--- src/rtl/bit_deframer.sv ---
// Receive deframer: hunts for a sync word in a bit-serial stream and reassembles each
// following DATA_W-bit payload into a codeword behind a single-entry valid/ready buffer.
module bit_deframer #(
    parameter int unsigned          SYNC_W    = 8,
    parameter logic [SYNC_W-1:0]    SYNC_WORD = 8'hA5,
    parameter int unsigned          DATA_W    = 12,
    parameter int unsigned          TIMEOUT   = 64,
    parameter int unsigned          CNT_W     = 16
) (
    input  logic              i_clk,
    input  logic              i_reset,
    input  logic              i_rx_bit,
    input  logic              i_rx_bit_valid,
    output logic [DATA_W-1:0] o_cw_data,
    output logic              o_cw_valid,
    input  logic              i_cw_ready,
    output logic              o_locked,
    output logic              o_overrun,
    output logic              o_sync_lost,
    output logic [CNT_W-1:0]  o_frame_count
);

    localparam int unsigned BC_W   = (DATA_W > 1) ? $clog2(DATA_W) : 1;
    localparam int unsigned IDLE_W = (TIMEOUT > 1) ? $clog2(TIMEOUT) : 1;

    typedef enum logic [0:0] {StHunt, StPayload} state_e;

    state_e              r_state,       w_state_nxt;
    logic [SYNC_W-1:0]   r_sync_sh,     w_sync_sh_nxt;
    logic [DATA_W-1:0]   r_pay_sh,      w_pay_sh_nxt;
    logic [BC_W-1:0]     r_bit_cnt,     w_bit_cnt_nxt;
    logic [IDLE_W-1:0]   r_idle,        w_idle_nxt;
    logic [DATA_W-1:0]   r_cw_data,     w_cw_data_nxt;
    logic                r_cw_valid,    w_cw_valid_nxt;
    logic                r_overrun,     w_overrun_nxt;
    logic                r_sync_lost,   w_sync_lost_nxt;
    logic [CNT_W-1:0]    r_frame_count, w_frame_count_nxt;
    logic [SYNC_W-1:0]   w_sync_shift;

    assign w_sync_shift = {r_sync_sh[SYNC_W-2:0], i_rx_bit};

    always_comb begin
        w_state_nxt       = r_state;
        w_sync_sh_nxt     = r_sync_sh;
        w_pay_sh_nxt      = r_pay_sh;
        w_bit_cnt_nxt     = r_bit_cnt;
        w_idle_nxt        = r_idle;
        w_cw_data_nxt     = r_cw_data;
        w_cw_valid_nxt    = r_cw_valid;
        w_overrun_nxt     = 1'b0;
        w_sync_lost_nxt   = 1'b0;
        w_frame_count_nxt = r_frame_count;

        if (r_cw_valid && i_cw_ready) begin
            w_cw_valid_nxt = 1'b0;
        end

        case (r_state)
            StHunt: begin
                if (i_rx_bit_valid) begin
                    w_sync_sh_nxt = w_sync_shift;
                    if (w_sync_shift == SYNC_WORD) begin
                        w_state_nxt   = StPayload;
                        w_bit_cnt_nxt = '0;
                        w_idle_nxt    = '0;
                    end
                end
            end
            StPayload: begin
                if (i_rx_bit_valid) begin
                    w_pay_sh_nxt  = {r_pay_sh[DATA_W-2:0], i_rx_bit};
                    w_bit_cnt_nxt = r_bit_cnt + 1'b1;
                    w_idle_nxt    = '0;
                    if (r_bit_cnt == BC_W'(DATA_W - 1)) begin
                        // Buffer is free if empty or being drained this very cycle.
                        if (!r_cw_valid || i_cw_ready) begin
                            w_cw_data_nxt     = {r_pay_sh[DATA_W-2:0], i_rx_bit};
                            w_cw_valid_nxt    = 1'b1;
                            w_frame_count_nxt = r_frame_count + 1'b1;
                        end else begin
                            w_overrun_nxt = 1'b1;
                        end
                        w_state_nxt   = StHunt;
                        w_sync_sh_nxt = '0;
                        w_bit_cnt_nxt = '0;
                    end
                end else if (r_idle == IDLE_W'(TIMEOUT - 1)) begin
                    w_sync_lost_nxt = 1'b1;
                    w_state_nxt     = StHunt;
                    w_sync_sh_nxt   = '0;
                    w_bit_cnt_nxt   = '0;
                    w_idle_nxt      = '0;
                end else begin
                    w_idle_nxt = r_idle + 1'b1;
                end
            end
            default: begin
                w_state_nxt = StHunt;
            end
        endcase
    end

    always_ff @(posedge i_clk) begin
        if (i_reset) begin
            r_state       <= StHunt;
            r_sync_sh     <= '0;
            r_pay_sh      <= '0;
            r_bit_cnt     <= '0;
            r_idle        <= '0;
            r_cw_data     <= '0;
            r_cw_valid    <= 1'b0;
            r_overrun     <= 1'b0;
            r_sync_lost   <= 1'b0;
            r_frame_count <= '0;
        end else begin
            r_state       <= w_state_nxt;
            r_sync_sh     <= w_sync_sh_nxt;
            r_pay_sh      <= w_pay_sh_nxt;
            r_bit_cnt     <= w_bit_cnt_nxt;
            r_idle        <= w_idle_nxt;
            r_cw_data     <= w_cw_data_nxt;
            r_cw_valid    <= w_cw_valid_nxt;
            r_overrun     <= w_overrun_nxt;
            r_sync_lost   <= w_sync_lost_nxt;
            r_frame_count <= w_frame_count_nxt;
        end
    end

    assign o_cw_data     = r_cw_data;
    assign o_cw_valid    = r_cw_valid;
    assign o_locked      = (r_state == StPayload);
    assign o_overrun     = r_overrun;
    assign o_sync_lost   = r_sync_lost;
    assign o_frame_count = r_frame_count;

endmodule
--- config.mk ---
export PLATFORM = sky130hd
export DESIGN_NAME = bit_deframer
export DESIGN_NICKNAME = d
export VERILOG_FILES = /design/src/rtl/bit_deframer.sv
export SDC_FILE = /design/constraint.sdc
export NUM_CORES = 1
export LEC_CHECK = 0
export ABC_AREA = 1
export CORE_MARGIN = 3
export CORE_UTILIZATION = 40
export CTS_CLUSTER_DIAMETER = 150
export DETAILED_ROUTE_END_ITERATION = 8
export PLACE_DENSITY = 0.73
export SYNTH_ARGS = -nofsm -noshare
export SYNTH_HDL_FRONTEND = slang
export SYNTH_SLANG_ARGS = --single-unit
--- constraint.sdc ---
create_clock -name i_clk -period 2.8 [get_ports i_clk]
set_input_delay 0.56 -clock i_clk [delete_from_list [all_inputs] [get_ports i_clk]]
set_output_delay 0.56 -clock i_clk [all_outputs]
set_load 0.03 [all_outputs]
==> impl_metrics.ini, run 1 <==
[status]
status = finished, final reports clean

[detailed_routing]
drc = 0
avgRoutedWirePerCell_um = 10.99
antenna_left = 0
route.vias.total = 2335
vias_per_cell = 4.875
drtIter0Drc = 101
routed_wl_um = 5262
dr.pass1.iters = 4

[global_route]
met1_usage_pct = 18.52
grt_first_pass_wirelength_um = 9239
grt_max_degree = 27
grt_overflow = 0
grt_pass1_vias = 2188
grt_usage_pct = 15.61
use_met2_pct = 25.86
globalRouteMet3Util_pct = 5.091
grt_busiest_layer = met2
antenna_found_initial = 0

[worst_setup_path]
cp_max_fo = 17
crit_type = in -> reg
cp-end-kind = register
startpoint_type = input port
critPathArrivalTime_ns = 2.37
worstPathRequired_ns = 3.02

[sta]
skew_ns = 0.005509
worst_pin_slew_ns = 0.3921
finalHoldViolations = 0
fmax_mhz = 463.3
finalWorstSetupSlack_ns = 0.6417
setup-violations-final = 0
relSlewSlack_pct = 73.70
setup_tns_ns = 0
post-route-period-util_pct = 77.08
fin_crit_ns = 2.158
rsz0062_at_grt = no
slew_violations = 0

[pwr]
internal-power_mw = 1.291
power.switching_mw = 0.3458
ir_drop_uv = 295.4
p_clk_share_pct = 44.0
p_leak_nw = 1.260
power_density_nw_per_um2 = 514.8
power_frac_seq_pct = 52.8
switching_share_pct = 21.12
power.share.combinational_pct = 3.2

[clock_network]
cts_setup_buffers = 0
cts.htree.levels = 3
tritoncts = yes
clockBufferDepth = 2
cts_buffers = 9
cts_resized = 0
clk_latency_ns = 0.33
cts.reportedPaths.clkPinSlew_ns = 0.06
clock_sinks = 60
holdBufCountCts = 0
cts-root-buf = clkbuf_8

[layout]
fillers = 602
final_cells = 479
post-route-util_pct = 52.48
register_area_um2 = 1201
diodes = 0
syn_to_final_growth_pct = 23.88
final_cell_mix = 95 x nand2_1, 66 x nor2_1, 60 x dfxtp_1
fin_nets = 408
final_common_cell = nand2_1
multiInputGateArea_um2 = 1205
drive_gt1_share_pct = 6.931

[logic_synthesis]
ys_async_sr_fraction_pct = 0
synth_enable_flop_cells = 0
syn_nets = 369
syn_inst = 361
ys_ff_latch = 60
ys.flop_type = dfxtp_1
ys_seq_area_share_pct = 46.78
ys_types = 27
syn_area_um2 = 2567
synth_area_per_cell_um2 = 7.112
yosys_warnings = 0

[floorplanning]
top_level_ports = 37
start_util_pct = 42.36
die_h_um = 86.12
die_w_um = 86.12
core_area_um2 = 6061
rows = 28
dieArea_um2 = 7416

[hold_path]
min_path_type = reg -> reg

[placed_design]
port_buffers = 36
place_congestion = 0.7791
dp.cells = 464
dp_hpwl_um = 3775
place_ws_ns = 0.2877

[flow_run]
cap_violations = 0
[critical path, cell delays in order]
cell and delay, ns:
clkdlybuf4s50_1 0.50, nand2_2 0.24, clkinv_2 0.22, nand3_2 0.14, clkinv_1 0.33, nand2_1 0.18, xor2_1 0.15, nor2_1 0.05
[through the flow]
stage | instance area (um2) | hold slack [ns] | power, mW
detailed placement | 2993 | 0.4560 | 0.9352
CTS | 3181 | 0.4655 | 1.658
finish | 3181 | 0.4667 | 1.637
floorplan | 2567 | 0.4395 | 0.9186
global route | 3181 | 0.4946 | 1.706
global placement | 2993 | 0.4501 | 0.9346
[flip-flops by register name (all words and copies together), names as in the netlist]
name           cells
o_frame_count     16
r_idle             6
o_cw_data         12
o_locked           1
r_pay_sh          11
o_cw_valid         1
o_overrun          1
r_sync_sh          7
r_bit_cnt          4
o_sync_lost        1
[path summary, 6_finish.rpt]
| check | startpoint | end | slack (ns) | cells after the start |
|---|---|---|---|---|
| min reg2reg | r_idle[4] | r_idle[4] | 0.47 | 2 |
| min | r_idle[4] | r_idle[4] | 0.47 | 2 |
| max | i_rx_bit_valid | o_frame_count[6] | 0.64 | 8 |
| max reg2reg | o_locked | o_frame_count[6] | 1.03 | 7 |
[cells in the mapped netlist (2+ instances only)]
master,count,area [um2]
a21oi_1,31,155.2
xnor2_1,2,17.52
nand2_1,95,356.6
dfxtp_1,60,1201
nor3_1,6,30.03
clkbuf_1,6,22.52
nor2_8,2,40.04
inv_2,2,7.510
nor2_1,66,247.7
xor2_1,3,26.28
buf_2,2,10.01
nor2_2,2,12.51
nand2_2,2,12.51
inv_1,25,93.84
nand4_1,5,31.28
nand3_1,19,95.09
o21ai_0,20,100.1
ha_1,3,37.54
buf_1,2,7.510
[final cells by class]
type | instances | share of cell area, %
Inverter | 29 | 3.462
Timing Repair Buffer | 39 | 12.04
Sequential cell | 60 | 37.77
Clock buffer | 14 | 5.744
Multi-Input combinational cell | 261 | 37.88
Clock inverter | 1 | 0.1574
Tap cell | 75 | 2.950
[power groups by stage]
stage | sequential, mW | combinational (mW) | clock (mW)
after CTS | 0.864 | 0.0521 | 0.742
after detailed placement | 0.883 | 0.0519 | 0
after global placement | 0.883 | 0.0516 | 0
final | 0.864 | 0.0517 | 0.721
after global routing | 0.864 | 0.0599 | 0.782
after floorplan | 0.882 | 0.0362 | 0
[per-layer routing]
metal	wire length [um]	part of all wire, %	up-vias
met5	0	0	-
met4	70	1.3	0
met3	269	5.1	9
met2	2435	46	47
met1	2487	47	1049
li1	-	-	1230
[cells by family after synthesis]
family | after synthesis | synth area share [%]
AND/OR/NAND/NOR | 199 | 32.85
flip-flops | 60 | 46.78
AO/OA/AOI/OAI | 54 | 10.92
buffers and inverters | 40 | 6.286
XOR/XNOR | 5 | 1.706
adder cells (fa/ha/maj) | 3 | 1.462
Power figures use the tool's default switching activity.
==> run 2, diff against run 1 <==
clock period = 2 ns   (was 2.8 ns; I/O delays follow)
==> run 2 against run 1 <==
Net effect:
- combinational power grew 55%
- count of clock-buffer cells in the layout shrank 4
- first-iteration DRC count grew 5.0%
- design area grew 3.8%
- utilization grew 2.0 points
- largest cell class unchanged
- power grew 58%
- register-to-register slack lost 0.66 ns
- clock power grew 79%
- worst setup slack lost 0.54 ns
==> impl_metrics.ini, run 2 (synthesis gave the netlist of run 1 again) <==
[sta]
setup-violations-final = 0
worst_pin_slew_ns = 0.3197
fin_crit_ns = 1.903
rsz0062_at_grt = no
relSlewSlack_pct = 78.66
finalHoldViolations = 0
whs_ns = 0.4635
fmax_mhz = 525.6
setup_tns_ns = 0
post-route-period-util_pct = 95.13
skew_ns = 0.006313
slew_violations = 0

[worst_setup_path]
critPathTopFamily = buffers and inverters
crit_type = reg -> out
startpoint_type = register
path_cells = clkdlybuf4s50_1
critPathArrivalTime_ns = 1.50
max_stage_delay_ns = 0.72
worstPathRequired_ns = 1.60
crit_buf_inv = 1
r2r_slack_ns = 0.37
cp-end-kind = output port
slowest_stage = clkdlybuf4s50_1
cp_max_fo = 6

[placed_design]
post_dp_cell_area_um2 = 3063
dp_hpwl_um = 3854
port_buffers = 36
place_congestion = 0.8210

[global_route]
use_met2_pct = 27.12
grt_pass1_vias = 2231
grt_usage_pct = 16.37
antenna_found_initial = 0
grt_first_pass_wirelength_um = 9742
globalRouteMet3Util_pct = 5.860
grt_overflow = 0
met1_usage_pct = 19.63
grt_busiest_layer = met2
grt_max_degree = 28

[status]
status = finished, final reports clean

[layout]
register_area_um2 = 1201
drive_gt1_share_pct = 8.537
fin_nets = 414
diodes = 0
final_cell_mix = 95 x nand2_1, 66 x nor2_1, 60 x dfxtp_1
final_common_cell = nand2_1
syn_to_final_growth_pct = 28.56
stdcell_area_um2 = 3301
largest_register_ffs = 16
multiInputGateArea_um2 = 1205
fillers = 580

[detailed_routing]
drc = 0
drtIter0Drc = 106
routed_wl_um = 5494
vias_per_cell = 4.913
dr.pass1.iters = 4
route.vias.total = 2383
avgRoutedWirePerCell_um = 11.33
antenna_left = 0

[clock_network]
clockBufferDepth = 2
cts_buffers = 9
cts.htree.levels = 3
holdBufCountCts = 0
cts-root-buf = clkbuf_8
clock_sinks = 60
cts.reportedPaths.clkPinSlew_ns = 0.07
cts_resized = 0
cts_setup_buffers = 0
clk_latency_ns = 0.33
tritoncts = yes

[floorplanning]
rows = 28
start_util_pct = 42.36
core_area_um2 = 6061
die_w_um = 86.12
die_h_um = 86.12
top_level_ports = 37
dieArea_um2 = 7416

[flow_run]
cap_violations = 0

[pwr]
ir_drop_uv = 454.0
power_density_nw_per_um2 = 781.9
p_leak_nw = 1.325

[hold_path]
min_path_type = reg -> reg
[run 2: path summary, 6_finish.rpt]
check,startpoint,end,cells past startpoint
worst min-delay path,o_cw_data[3],o_cw_data[3],2
worst min register to register,o_cw_data[3],o_cw_data[3],2
worst max-delay path,o_locked,o_locked,1
worst max register to register,r_bit_cnt[0],o_frame_count[13],10
[run 2: through the flow]
step	power, mW	worst slack (ns)	instances	util (%)
after floorplan	1.286	0.4622	361	-
after global placement	1.317	0.1800	470	50.54
after detailed placement	1.317	0.1420	470	50.54
after CTS	2.621	0.06613	485	54.46
after global routing	2.675	0.02034	485	54.46
final	2.581	0.09745	485	54.46
[run 2: cell type report]
cell class	count	share of cell area (%)
Multi-Input combinational cell	261	36.51
Timing Repair Buffer	45	13.72
Clock inverter	5	3.033
Tap cell	75	2.843
Sequential cell	60	36.39
Clock buffer	10	4.170
Inverter	29	3.336
[run 2: power by group]
part,internal [mW],switching (mW),leakage (nW)
clock network,0.850,0.440,0.122
logic,0.0319,0.0483,0.718
registers,1.20,0.00581,0.485
total,2.09,0.494,1.32
[run 2: routing by layer]
metal / share of wire (%) / routed length, um
met5: 0 / 0
met4: 0.80 / 44
met3: 5.4 / 295
met2: 47 / 2577
met1: 47 / 2576
